--- config.mk ---
export PLATFORM = sky130hd
export DESIGN_NAME = pe_row_scheduler_flat
export DESIGN_NICKNAME = d
export VERILOG_FILES = /design/src/rtl/pe_pkg.sv /design/src/rtl/pe_row_scheduler_if.sv /design/src/rtl/pe_row_scheduler_window_addr_gen.sv /design/src/rtl/pe_row_scheduler.sv /design/src/flat_wrapper.sv
export SDC_FILE = /design/constraint.sdc
export NUM_CORES = 1
export LEC_CHECK = 0
export CAP_MARGIN = 15
export CORE_ASPECT_RATIO = 1.2
export CORE_UTILIZATION = 45
export CTS_CLUSTER_DIAMETER = 200
export DETAILED_ROUTE_END_ITERATION = 7
export HOLD_SLACK_MARGIN = 0.03
export PLACE_DENSITY = 0.84
export SLEW_MARGIN = 40
export SYNTH_ARGS = -nofsm -noshare
export SYNTH_HDL_FRONTEND = slang
export SYNTH_SLANG_ARGS = --single-unit
export TNS_END_PERCENT = 50
--- constraint.sdc ---
create_clock -name clk -period 3.5 [get_ports clk]
set_clock_uncertainty 0.15 [all_clocks]
set_input_delay 0.7 -clock clk [delete_from_list [all_inputs] [get_ports clk]]
set_output_delay 0.7 -clock clk [all_outputs]
set_load 0.05 [all_outputs]
--- src/rtl/pe_pkg.sv ---
// pe_pkg: shared types and limits for the PE row scheduler slice.
package pe_pkg;
   localparam int KMAX = 15;
   localparam int K_W = 8;
   localparam int DIM_W = 8;
   typedef enum logic [2:0] {IDLE, START, FEED, COLLECT, OUT, DONE} sched_state_t;
   typedef struct packed {
      logic [K_W-1:0]   kernel_size;
      logic [DIM_W-1:0] ofmap_w;
      logic [DIM_W-1:0] ofmap_h;
   } tile_cfg_t;
   function automatic logic cfg_legal(tile_cfg_t c);
      return c.kernel_size != '0 && c.kernel_size <= K_W'(KMAX) && c.ofmap_w != '0 && c.ofmap_h != '0;
   endfunction
endpackage

--- src/rtl/pe_row_scheduler_if.sv ---
// pe_row_scheduler_if: config, PE-row, activation and writer signals of the scheduler.
interface pe_row_scheduler_if #(
   parameter int NUM_PE = 4,
   parameter int DIM_W = pe_pkg::DIM_W,
   parameter int K_W = pe_pkg::K_W
);
   logic              cfg_valid, cfg_ready, cfg_err;
   logic [K_W-1:0]    cfg_kernel_size;
   logic [DIM_W-1:0]  cfg_ofmap_w, cfg_ofmap_h;
   logic              pe_start, act_valid;
   logic [K_W-1:0]    act_kx, act_ky;
   logic [DIM_W-1:0]  act_ox, act_oy;
   logic [NUM_PE-1:0] pe_opsum_valid;
   logic              out_valid, out_ready;
   logic [DIM_W-1:0]  out_ox, out_oy;
   logic              busy, done;
   modport master (
      input  cfg_valid, cfg_kernel_size, cfg_ofmap_w, cfg_ofmap_h, pe_opsum_valid, out_ready,
      output cfg_ready, cfg_err, pe_start, act_valid, act_kx, act_ky, act_ox, act_oy,
             out_valid, out_ox, out_oy, busy, done
   );
   modport slave (
      output cfg_valid, cfg_kernel_size, cfg_ofmap_w, cfg_ofmap_h, pe_opsum_valid, out_ready,
      input  cfg_ready, cfg_err, pe_start, act_valid, act_kx, act_ky, act_ox, act_oy,
             out_valid, out_ox, out_oy, busy, done
   );
endinterface

--- src/rtl/pe_row_scheduler_window_addr_gen.sv ---
// window_addr_gen: tap (kx,ky) and window-origin (ox,oy) raster counters.
module window_addr_gen #(
   parameter int K_W = 8,
   parameter int DIM_W = 8
) (
   input  logic             clk,
   input  logic             rstn,
   input  logic             clear,
   input  logic             step_tap,
   input  logic             step_win,
   input  logic [K_W-1:0]   k_last,
   input  logic [DIM_W-1:0] w_last,
   input  logic [DIM_W-1:0] h_last,
   output logic [K_W-1:0]   kx,
   output logic [K_W-1:0]   ky,
   output logic [DIM_W-1:0] ox,
   output logic [DIM_W-1:0] oy,
   output logic             last_tap,
   output logic             last_win
);
   assign last_tap = kx == k_last && ky == k_last;
   assign last_win = ox == w_last && oy == h_last;
   // the last tap wraps both tap counters, so each window starts from (0,0)
   always_ff @(posedge clk or negedge rstn)
      if (!rstn) {kx, ky, ox, oy} <= '0;
      else if (clear) {kx, ky, ox, oy} <= '0;
      else begin
         if (step_tap) begin
            kx <= kx == k_last ? '0 : kx + 1'b1;
            ky <= kx != k_last ? ky : ky == k_last ? '0 : ky + 1'b1;
         end
         if (step_win) begin
            ox <= ox == w_last ? '0 : ox + 1'b1;
            oy <= ox == w_last ? oy + 1'b1 : oy;
         end
      end
endmodule

--- src/rtl/pe_row_scheduler.sv ---
// pe_row_scheduler: walks one PE row through every window of an ofmap tile,
// feeding K*K taps per window and handing each result to the ofmap writer.
module pe_row_scheduler #(
   parameter int NUM_PE = 4,
   parameter int DIM_W = pe_pkg::DIM_W,
   parameter int K_W = pe_pkg::K_W
) (
   input logic clk,
   input logic rstn,
   pe_row_scheduler_if.master bus
);
   import pe_pkg::*;
   sched_state_t state, state_nx;
   tile_cfg_t cfg, cfg_in;
   logic [NUM_PE-1:0] mask, mask_nx;
   logic cfg_ok, last_tap, last_win, step_tap, step_win, clear;
   logic [K_W-1:0] kx, ky;
   logic [DIM_W-1:0] ox, oy;
   assign cfg_in = {bus.cfg_kernel_size, bus.cfg_ofmap_w, bus.cfg_ofmap_h};
   assign cfg_ok = cfg_legal(cfg_in);
   assign mask_nx = mask | bus.pe_opsum_valid;
   window_addr_gen #(.K_W(K_W), .DIM_W(DIM_W)) u_addr (
      .clk(clk), .rstn(rstn), .clear(clear), .step_tap(step_tap), .step_win(step_win),
      .k_last(cfg.kernel_size - 1'b1), .w_last(cfg.ofmap_w - 1'b1), .h_last(cfg.ofmap_h - 1'b1),
      .kx(kx), .ky(ky), .ox(ox), .oy(oy), .last_tap(last_tap), .last_win(last_win)
   );
   always_ff @(posedge clk or negedge rstn)
      if (!rstn) state <= IDLE;
      else state <= state_nx;
   always_comb begin
      state_nx = state;
      case (state)
         IDLE:    if (bus.cfg_valid && cfg_ok) state_nx = START;
         START:   state_nx = FEED;
         FEED:    if (last_tap) state_nx = COLLECT;
         COLLECT: if (&mask_nx) state_nx = OUT;
         OUT:     if (bus.out_ready) state_nx = last_win ? DONE : START;
         DONE:    state_nx = IDLE;
         default: state_nx = IDLE;
      endcase
   end
   // psum-done pulses are gathered from the first tap on, so early PEs are not lost
   always_ff @(posedge clk or negedge rstn)
      if (!rstn) begin
         cfg <= '0;
         mask <= '0;
      end else begin
         if (clear) cfg <= cfg_in;
         mask <= state == START ? '0 : (state == FEED || state == COLLECT) ? mask_nx : mask;
      end
   always_comb begin
      clear = state == IDLE && bus.cfg_valid && cfg_ok;
      step_tap = state == FEED;
      step_win = state == OUT && bus.out_ready && !last_win;
      bus.cfg_ready = state == IDLE;
      bus.cfg_err = state == IDLE && bus.cfg_valid && !cfg_ok;
      bus.pe_start = state == START;
      bus.act_valid = state == FEED;
      bus.act_kx = kx;
      bus.act_ky = ky;
      bus.act_ox = ox;
      bus.act_oy = oy;
      bus.out_valid = state == OUT;
      bus.out_ox = ox;
      bus.out_oy = oy;
      bus.busy = state != IDLE;
      bus.done = state == DONE;
   end
endmodule
--- src/flat_wrapper.sv ---
// flat-port wrapper written by rule: the top's interface ports become plain ports
module pe_row_scheduler_flat import pe_pkg::*;
#(
   parameter int NUM_PE = 4,
   parameter int DIM_W = pe_pkg::DIM_W,
   parameter int K_W = pe_pkg::K_W
)
  (clk, rstn, bus_cfg_valid, bus_cfg_kernel_size, bus_cfg_ofmap_w, bus_cfg_ofmap_h, bus_pe_opsum_valid, bus_out_ready, bus_cfg_ready, bus_cfg_err, bus_pe_start, bus_act_valid, bus_act_kx, bus_act_ky, bus_act_ox, bus_act_oy, bus_out_valid, bus_out_ox, bus_out_oy, bus_busy, bus_done);
  pe_row_scheduler_if #(.NUM_PE(NUM_PE), .DIM_W(DIM_W), .K_W(K_W)) bus_i ();
  input logic clk;
  input logic rstn;
  input wire logic [$bits(bus_i.cfg_valid)-1:0] bus_cfg_valid;
  input wire logic [$bits(bus_i.cfg_kernel_size)-1:0] bus_cfg_kernel_size;
  input wire logic [$bits(bus_i.cfg_ofmap_w)-1:0] bus_cfg_ofmap_w;
  input wire logic [$bits(bus_i.cfg_ofmap_h)-1:0] bus_cfg_ofmap_h;
  input wire logic [$bits(bus_i.pe_opsum_valid)-1:0] bus_pe_opsum_valid;
  input wire logic [$bits(bus_i.out_ready)-1:0] bus_out_ready;
  output wire logic [$bits(bus_i.cfg_ready)-1:0] bus_cfg_ready;
  output wire logic [$bits(bus_i.cfg_err)-1:0] bus_cfg_err;
  output wire logic [$bits(bus_i.pe_start)-1:0] bus_pe_start;
  output wire logic [$bits(bus_i.act_valid)-1:0] bus_act_valid;
  output wire logic [$bits(bus_i.act_kx)-1:0] bus_act_kx;
  output wire logic [$bits(bus_i.act_ky)-1:0] bus_act_ky;
  output wire logic [$bits(bus_i.act_ox)-1:0] bus_act_ox;
  output wire logic [$bits(bus_i.act_oy)-1:0] bus_act_oy;
  output wire logic [$bits(bus_i.out_valid)-1:0] bus_out_valid;
  output wire logic [$bits(bus_i.out_ox)-1:0] bus_out_ox;
  output wire logic [$bits(bus_i.out_oy)-1:0] bus_out_oy;
  output wire logic [$bits(bus_i.busy)-1:0] bus_busy;
  output wire logic [$bits(bus_i.done)-1:0] bus_done;
  assign bus_i.cfg_valid = bus_cfg_valid;
  assign bus_i.cfg_kernel_size = bus_cfg_kernel_size;
  assign bus_i.cfg_ofmap_w = bus_cfg_ofmap_w;
  assign bus_i.cfg_ofmap_h = bus_cfg_ofmap_h;
  assign bus_i.pe_opsum_valid = bus_pe_opsum_valid;
  assign bus_i.out_ready = bus_out_ready;
  assign bus_cfg_ready = bus_i.cfg_ready;
  assign bus_cfg_err = bus_i.cfg_err;
  assign bus_pe_start = bus_i.pe_start;
  assign bus_act_valid = bus_i.act_valid;
  assign bus_act_kx = bus_i.act_kx;
  assign bus_act_ky = bus_i.act_ky;
  assign bus_act_ox = bus_i.act_ox;
  assign bus_act_oy = bus_i.act_oy;
  assign bus_out_valid = bus_i.out_valid;
  assign bus_out_ox = bus_i.out_ox;
  assign bus_out_oy = bus_i.out_oy;
  assign bus_busy = bus_i.busy;
  assign bus_done = bus_i.done;
  pe_row_scheduler #(.NUM_PE(NUM_PE), .DIM_W(DIM_W), .K_W(K_W)) u_core (.clk(clk), .rstn(rstn), .bus(bus_i));
endmodule
* Yosys cells after proc, flatten, opt, wreduce, memory -nomap -nowiden
Index checks and enable logic that the tools add are counted.
Operators by class: muxes and demuxes 21, equality and inequality tests 15, reductions and logical operators 27, magnitude comparators 1, bitwise operators 1, add/subtract/negate cells 7
Operators by type and width (count):
- 2-to-1 mux 8 bit | 13
- adder 8 x 1 -> 8 bit, second input constant | 4
- == test 8 bit | 4
- nonzero test 8 bit | 3
- subtractor 8 x 1 -> 8 bit, second input constant | 3
- 2-to-1 mux 3 bit | 5
- case mux 3 bit (5 select lines) | 1
- logical AND 1 bit | 11
- less-or-equal comparator 8 x 4 -> 1 bit, second input constant | 1
- 2-to-1 mux 4 bit | 2
- inequality test 2 x 1 -> 1 bit, second input constant | 4
- inequality test 8 bit | 1
- AND reduction 4 bit | 2
- nonzero test 2 bit | 4
- == test 3 x 2 -> 1 bit, second input constant | 2
- == test 3 bit, second input constant | 2
- OR 4 bit | 1
- AND reduction 2 bit | 2
- == test 3 x 1 -> 1 bit, second input constant | 1
- logical NOT 3 bit | 1
- nonzero test 3 bit | 1
- logical NOT 1 bit | 2
- inequality test 2 bit, second input constant | 1
- logical OR 1 bit | 1
Storage, ports and cells: output and inout port bits 55, bits in registers 63, word-level logic and storage cells 81

* Longest topological paths before layout
Gate-level depths: netlist of run 1.
depth after elaboration 7, gate-level depth with buffers 10, mapped depth without buffers 9

* By module
A second synthesis of run 1 with hierarchy kept.
Unflattened totals: cell total of the unflattened synthesis 398, area total of the unflattened synthesis 3871.2 um^2
Modules (own cells, without submodules):
- window_addr_gen | cells an instance 220, times used 1, area an instance 2004.4 um^2
- pe_row_scheduler | cells an instance 178, times used 1, area an instance 1866.8 um^2

* Worst setup path before layout of run 1
Ideal clock, no wire load.
path type register to register, from register u_core.state[2], to register u_core.u_addr.ox[4], stages on the path, launching flop included 8, slack 237 ps, path buffers 1, data required time 3224 ps, clock period less this slack 3263 ps, setup time 126 ps, arrival time 2987 ps, path through dfrtp_1 -> clkinv_1 -> nor3_1 -> nand2_1 -> o21bai_1 -> and2_1 -> clkbuf_1 -> a221o_1
On the way: word-level cells in the longest chain between the ends 4, elaborated cells between the ends (all ways) 8, classes of those cells eq/ne (1); mux (1); reduce/logical (6)
Ends and longest elaborated chain:
- start: declaration | line pe_row_scheduler.sv:13 | sched_state_t state, state_nx;
- start signal: assignment | line pe_row_scheduler.sv:29 | else state <= state_nx;
- == test 3 bit
- via bus_out_valid | line flat_wrapper.sv:26 | output wire logic [$bits(bus_i.out_valid)-1:0] bus_out_valid;
- logical AND 1 bit (2 in series) | line pe_row_scheduler.sv:54 | step_win = state == OUT && bus.out_ready && !last_win;
- nonzero test 2 bit (no source line)
- end signal: assignment | line pe_row_scheduler_window_addr_gen.sv:33 | ox <= ox == w_last ? '0 : ox + 1'b1;
- end: declaration | line pe_row_scheduler_window_addr_gen.sv:16 | output logic [DIM_W-1:0] ox,
The timed path passes the listed nets, and every way through them passes these cells. A chain may end at the register's enable or synchronous reset.

* Worst setup path after layout of run 1
from register u_core.cfg[8] (netlist bit), to register u_core.u_addr.oy[4]
On the way: word-level cells in the longest chain between the ends 7, elaborated cells between the ends (all ways) 8, classes of those cells add/sub (1); eq/ne (1); reduce/logical (6)
Ends and longest elaborated chain:
- start: declaration | line pe_row_scheduler.sv:14 | tile_cfg_t cfg, cfg_in;
- start signal: assignment | line pe_row_scheduler.sv:48 | if (clear) cfg <= cfg_in;
- subtractor 8 x 1 -> 8 bit (*) | line pe_row_scheduler.sv:24 | .k_last(cfg.kernel_size - 1'b1), .w_last(cfg.ofmap_w - 1'b1), .h_last(cfg.ofmap_h - 1'b1),
- == test 8 bit (*) | line pe_row_scheduler_window_addr_gen.sv:22, pe_row_scheduler_window_addr_gen.sv:34
- logical AND 1 bit | line pe_row_scheduler_window_addr_gen.sv:22 | assign last_win = ox == w_last && oy == h_last;
- logical NOT 1 bit | line pe_row_scheduler.sv:54
- logical AND 1 bit | line pe_row_scheduler.sv:54
- nonzero test 2 bit (no source line)
- AND reduction 2 bit (no source line) (*)
- end signal: assignment | line pe_row_scheduler_window_addr_gen.sv:34 | oy <= ox == w_last ? oy + 1'b1 : oy;
- end: declaration | line pe_row_scheduler_window_addr_gen.sv:17 | output logic [DIM_W-1:0] oy,
Every way passes the cells marked *; elsewhere a longest branch is shown, timed or not.

==> metrics.md, run 1 <==
| Metric | Value |
|---|---|
| Status | finished, final reports clean |
| DR vias | 3578 |
| Syn Area/Cell | 8.86 um^2 |
| Post-DR vias/cell | 5.57 |
| Slew @ Worst Pin | 0.627 ns |
| Vias in the first global route | 3523 |
| Crit end category | flop |
| Net Count, Synth | 481 |
| Ys async rst share | 1.00 |
| Req. time, crit path | 3.62 ns |
| Die height | 104 um |
| Slew Limit Fails | 0 |
| YS warnings | 0 |
| Max Cap Viol | 0 |
| Hold-fix buffers, CTS | 0 |
| Fin. Hold Viols | 0 |
| Router iterations before antenna repair | 4 |
| Clk sinks | 63 |
| Slowest cell on the critical path | or4_1 |
| Overall routing resource usage | 0.229 |
| Highest clock rate | 314 MHz |
| Post-Synthesis Cells | 442 |
| IO Count | 87 |
| Storage cell area | 1580 um^2 |
| Final worst-path cycle share | 0.909 |
| PwrDens | 467 nW/um^2 |
| Largest net degree at the start of global routing | 40 |
| CTS tree | yes |
| Initial antenna violation count | 0 |
| Cell-by-cell trace of the critical path | or4_1, or3_1, a2111oi_4, nand4_2, o31a_1, or3_1, a21oi_1 |
| Worst setup path class | flop to flop |
| H-tree levels | 3 |
| CP peak stage delay | 0.55 ns |
| Lkg Pwr | 2.19 nW |
| Clk slew on worst S/H paths | 0.07 ns |
| Finished Layout Cells | 642 |
| Yosys cell types | 54 |
| Setup violators final | 0 |
| Setup ws final | 0.320 ns |
| Layout cells sized above 1 | 0.0720 |
| Clock root cell | clkbuf_8 |
| Placed Cells | 626 |
| Max_slew headroom | 0.578 |
| Number of remaining DRC errors | 0 |
| Total power | 2.35 mW |
| Iteration-0 DRC count of the detailed router | 233 |
| Crit-path max FO | 10 |
| Register area share after synthesis | 0.403 |
| Placer Congestion | 0.842 |
| Critical path arrival | 3.30 ns |
| Per-cell routed wire length | 15.7 um |
| GRT overflow | 0 |
| Clock tree buffer depth | 2 |
| Maximum vdd drop | 591 uV |
| RSZ-0062 raised after global routing | false |
| Crit path from | u_core.cfg[8]$_DFFE_PN0N_ |
| R2r startpoint | u_core.cfg[8]$_DFFE_PN0N_ |
| Post-synth EDFFs | 0 |
| Hold/Removal Path Class | input port to async pin |
| CP startpoint kind | flop |
| Crit path time final | 3.18 ns |
| Final net count | 562 |
| Core ar. | 8290 um^2 |
| Critical path's most frequent cell | or3_1 |
| Synthesized area | 3920 um^2 |
| Inserted Clock Buffers | 9 |
| Area growth, synth to finish | 28.6% |
| Die ar. | 9080 um^2 |
| Multi-input gate area | 2120 um^2 |
| Post-route ant nets | 0 |
| Synth Register Bits | 63 |
| Horiz. Die Dim | 87.1 um |
| Most frequent cells in the layout | clkdlybuf4s50_1, nand2_1, dfrtp_1 |
| Fillers | 729 |
| Ant. Diodes | 0 |
| First-pass GRT wire length | 16.4 mm |
| DP Wirelength | 7.52 mm |
| Pre-CTS setup slack | 0.211 ns |
| Std-Cell Rows | 36 |
| Setup TNS | 0 ns |
| Initial Utilization | 0.472 |
| Number of setup buffers added after CTS | 0 |
| Skew-Pair Late Insertion Delay | 0.35 ns |
| Overall routed net length | 10.1 mm |
| Port-buffer cells | 86 |
| Synth Flop Type | dfrtp_1 |
| Commonest non-fill, non-tap cell in the layout | clkdlybuf4s50_1 |
| Post-CTS Resized | 0 |
[sequential cells by signal (all words and copies together), names as in the netlist]
register,flops
u_core.cfg,24
u_core.u_addr.kx,8
u_core.u_addr.ky,8
u_core.u_addr.ox,8
u_core.u_addr.oy,8
u_core.mask,4
u_core.state,3
[routing by layer]
metal | vias up | part of all wire | GRT usage
met5 | - | 0 | 0
met2 | 106 | 0.51 | 0.389
met3 | 20 | 0.054 | 0.0365
li1 | 1714 | - | -
met4 | 0 | 0.023 | 0.103
met1 | 1738 | 0.42 | 0.281
[area by class of cell]
class	count	area share
Tap cell	114	0.0283
Inverter	16	0.0119
Multi-Input combinational cell	336	0.420
Timing Repair Buffer	97	0.188
Clock inverter	4	0.00895
Sequential cell	63	0.313
Clock buffer	12	0.0288
[synth_stat cells, types with 5 or more instances]
cell type | count | area [um^2]
nand2_1 | 80 | 300
dfrtp_1 | 63 | 1580
nor2_1 | 30 | 113
o21ai_0 | 26 | 130
a21oi_1 | 21 | 105
xnor2_1 | 20 | 175
buf_4 | 16 | 120
inv_1 | 15 | 56.3
nand3_1 | 15 | 75.1
xor2_1 | 14 | 123
and3_1 | 11 | 68.8
clkbuf_1 | 11 | 41.3
nor4_1 | 10 | 62.6
nor3_1 | 9 | 45.0
and2_1 | 8 | 50.1
ha_1 | 7 | 87.6
or3_1 | 7 | 43.8
xnor3_1 | 7 | 158
nand4_1 | 6 | 37.5
o21ai_1 | 5 | 25.0
[critical path: cells and delay by family, from the launching register on]
kind	cells	cell delay, ns
simple gates	4	1.52
compound gates	3	1.00
flops	1	0.44
[final timing paths]
| path | to | slack [ns] | depth (start not counted) |
|---|---|---|---|
| min in group clk | u_core.state[1]$_DFFE_PN0P_ | 0.32 | 1 |
| worst max-delay path | u_core.u_addr.oy[4]$_DFFE_PN0P_ | 0.32 | 7 |
| worst min register to register | u_core.state[1]$_DFFE_PN0P_ | 0.32 | 1 |
| worst max register to register | u_core.u_addr.oy[4]$_DFFE_PN0P_ | 0.32 | 7 |
| max in group asynchronous | u_core.u_addr.ky[1]$_DFFE_PN0P_ | 2.09 | 2 |
| worst min-delay path | u_core.cfg[11]$_DFFE_PN0N_ | 0.19 | 1 |
[through the flow]
stage	instance area, um^2	util	hold slack [ns]
3_3_place_gp	4840	0.585	0.307
4_1_cts	5030	0.607	0.209
5_1_grt	5030	0.607	0.243
3_5_place_dp	4840	0.585	0.312
2_1_floorplan	3920	-	0.254
6_report	5030	0.607	0.194
[cell families after synthesis]
kind of cell / share of synthesized area
compound gates: 0.152
xor+xnor: 0.116
fa+ha+maj: 0.0224
buf+inv: 0.0566
flops: 0.403
mux: 0.00575
simple gates: 0.244
[power by group]
group          switching [mW]  internal [mW]  total (mW)
clock                   0.279          0.345       0.624
combinational           0.493          0.311       0.805
sequential              0.125          0.796       0.921
No activity file was read; power rests on OpenSTA's default activity.
==> run 2: changes to the inputs <==
--- a/config.mk
+++ b/config.mk
@@ -10,6 +10,7 @@
 export CORE_UTILIZATION = 45
 export CTS_CLUSTER_DIAMETER = 200
 export DETAILED_ROUTE_END_ITERATION = 7
+export GPL_ROUTABILITY_DRIVEN = 0
 export HOLD_SLACK_MARGIN = 0.03
 export PLACE_DENSITY = 0.84
 export SLEW_MARGIN = 40
==> constraint.sdc (replaced) <==
create_clock -name clk -period 3.5 [get_ports clk]
set_clock_uncertainty 0.15 [all_clocks]
set_input_delay 0.35 -clock clk [delete_from_list [all_inputs] [get_ports clk]]
set_output_delay 0.35 -clock clk [all_outputs]
set_load 0.05 [all_outputs]
==> run 2 against run 1 <==
  * Setup slack worse by 0.050 ns
  * Sequential power about the same
  * First-iteration DRC count down 8.2%
  * Total power up 7.9%
  * Clock power up 29%
  * Largest power group unchanged
==> metrics.md, run 2 (same netlist as run 1, synthesis figures left out) <==
| Metric | Value |
|---|---|
| Vias in the first global route | 3415 |
| Clock root cell | clkbuf_8 |
| Crit end category | flop |
| Clk slew on worst S/H paths | 0.08 ns |
| Max Cap Viol | 0 |
| Total power | 2.53 mW |
| Most frequent cells in the layout | clkdlybuf4s50_1, nand2_1, dfrtp_1 |
| Initial antenna violation count | 0 |
| CP startpoint kind | flop |
| Net switching power | 920 uW |
| Die ar. | 9080 um^2 |
| DP Wirelength | 7.52 mm |
| Largest register FFs | 24 |
| Cell-by-cell trace of the critical path | or4_1, or3_1, a2111oi_4, nand4_2, o31a_1, or3_1, a21oi_1 |
| Router iterations before antenna repair | 4 |
| Overall routing resource usage | 0.235 |
| Die height | 104 um |
| Critical path arrival | 3.34 ns |
| Max_slew headroom | 0.539 |
| Status | finished, final reports clean |
| Critical path's most frequent cell | or3_1 |
| Post-route ant nets | 0 |
| Largest Register | u_core.cfg |
| Post-CTS Resized | 0 |
| Area growth, synth to finish | 29.5% |
| Slew Limit Fails | 0 |
| Final net count | 559 |
| Ant. Diodes | 0 |
| Worst setup path class | flop to flop |
| Logic pwr share | 0.318 |
| Commonest non-fill, non-tap cell in the layout | clkdlybuf4s50_1 |
| CTS tree | yes |
| Setup violators final | 0 |
| GRT overflow | 0 |
| Per-cell routed wire length | 16.0 um |
| Horiz. Die Dim | 87.1 um |
| Hold-fix buffers, CTS | 1 |
| PwrDens | 500 nW/um^2 |
| H-tree levels | 3 |
| Std-Cell Rows | 36 |
| Largest net degree at the start of global routing | 35 |
| Skew-Pair Late Insertion Delay | 0.34 ns |
| RSZ-0062 raised after global routing | false |
| Fin. Hold Viols | 0 |
| Slew @ Worst Pin | 0.691 ns |
| IO Count | 87 |
| Fillers | 703 |
| Initial Utilization | 0.472 |
| Inserted Clock Buffers | 9 |
| Clk sinks | 63 |
| Maximum vdd drop | 726 uV |
| Layout cells sized above 1 | 0.0667 |
| Clock power frac | 0.318 |
| Post-DR vias/cell | 5.68 |
| Overall routed net length | 10.2 mm |
| Hold/Removal Path Class | flop to flop |
| Number of setup buffers added after CTS | 0 |
| Crit-path max FO | 16 |
| Reg power frac | 0.364 |
| Number of remaining DRC errors | 0 |
| DR vias | 3631 |
| Req. time, crit path | 3.61 ns |
| Cell Int Power | 1.61 mW |
| CP peak stage delay | 0.57 ns |
| Highest clock rate | 310 MHz |
| Core ar. | 8290 um^2 |
| Multi-input gate area | 2120 um^2 |
| Iteration-0 DRC count of the detailed router | 214 |
| Setup TNS | 0 ns |
| Switching Share | 0.363 |
| Crit path time final | 3.23 ns |
| Storage cell area | 1580 um^2 |
| Clock tree buffer depth | 2 |
| First-pass GRT wire length | 16.7 mm |
| Final worst-path cycle share | 0.923 |
| Slowest cell on the critical path | or4_1 |
| Lkg Pwr | 2.20 nW |
| Port-buffer cells | 86 |
## run 2: cell types whose count changed in the layout (fill, tap and decap cells not counted), sizes merged
cell,delta
buf,-5
bufinv,+2
clkbuf,-1
clkdlybuf4s50,+1
clkinv,-1
dlygate4sd3,+1
## run 2: critical path: cells and delay by family (launching register included)
kind               cells  cell delay [ns]
DFF                    1             0.46
and+or+nand+nor        4             1.52
AOI/OAI and AO/OA      3             1.01
## run 2: path summary, 6_finish.rpt
| path | startpoint | end | slack [ns] | cells after the start |
|---|---|---|---|---|
| worst min-delay path | u_core.state[2]$_DFFE_PN0P_ | u_core.state[1]$_DFFE_PN0P_ | 0.33 | 1 |
| min in group asynchronous | rstn | u_core.u_addr.ox[6]$_DFFE_PN0P_ | 0.43 | 2 |
| max in group asynchronous | rstn | u_core.u_addr.ky[2]$_DFFE_PN0P_ | 1.82 | 3 |
| worst max register to register | u_core.cfg[8]$_DFFE_PN0N_ | u_core.u_addr.oy[5]$_DFFE_PN0P_ | 0.27 | 7 |
| worst min register to register | u_core.state[2]$_DFFE_PN0P_ | u_core.state[1]$_DFFE_PN0P_ | 0.33 | 1 |
| worst max-delay path | u_core.cfg[8]$_DFFE_PN0N_ | u_core.u_addr.oy[5]$_DFFE_PN0P_ | 0.27 | 7 |
## run 2: area by class of cell
type                            count  share of cell area
Multi-Input combinational cell    336               0.418
Sequential cell                    63               0.311
Timing Repair Buffer               94               0.181
Clock buffer                       11              0.0299
Tap cell                          114              0.0281
Clock inverter                      5              0.0205
Inverter                           16              0.0118
## run 2: metrics by stage
step / instance area (um^2) / hold WS [ns] / setup WS, ns / instances / utilization
6_report: 5070 / 0.335 / 0.270 / 639 / 0.612
5_1_grt: 5070 / 0.387 / 0.120 / 639 / 0.612
4_1_cts: 5070 / 0.333 / 0.292 / 639 / 0.612
3_5_place_dp: 4800 / 0.275 / 0.307 / 622 / 0.580
3_3_place_gp: 4800 / 0.267 / 0.372 / 622 / 0.580
2_1_floorplan: 3920 / -0.0956 / 0.237 / 442 / -
## run 2: per-layer routing
metal  GRT usage  wire length (um)  vias up
met5           0                 0        -
met4      0.0796               206        0
met3      0.0381               489       19
met2       0.392              5210      138
met1       0.308              4340     1767
li1            -                 -     1707
## run 2: power by group through the flow
stage          combinational, mW  sequential (mW)  clock, mW
2_1_floorplan              0.436             1.01          0
3_3_place_gp               0.780            0.930          0
3_5_place_dp               0.799            0.933          0
4_1_cts                    0.809            0.920      0.815
5_1_grt                    0.865            0.936      0.855
6_report                   0.806            0.922      0.806
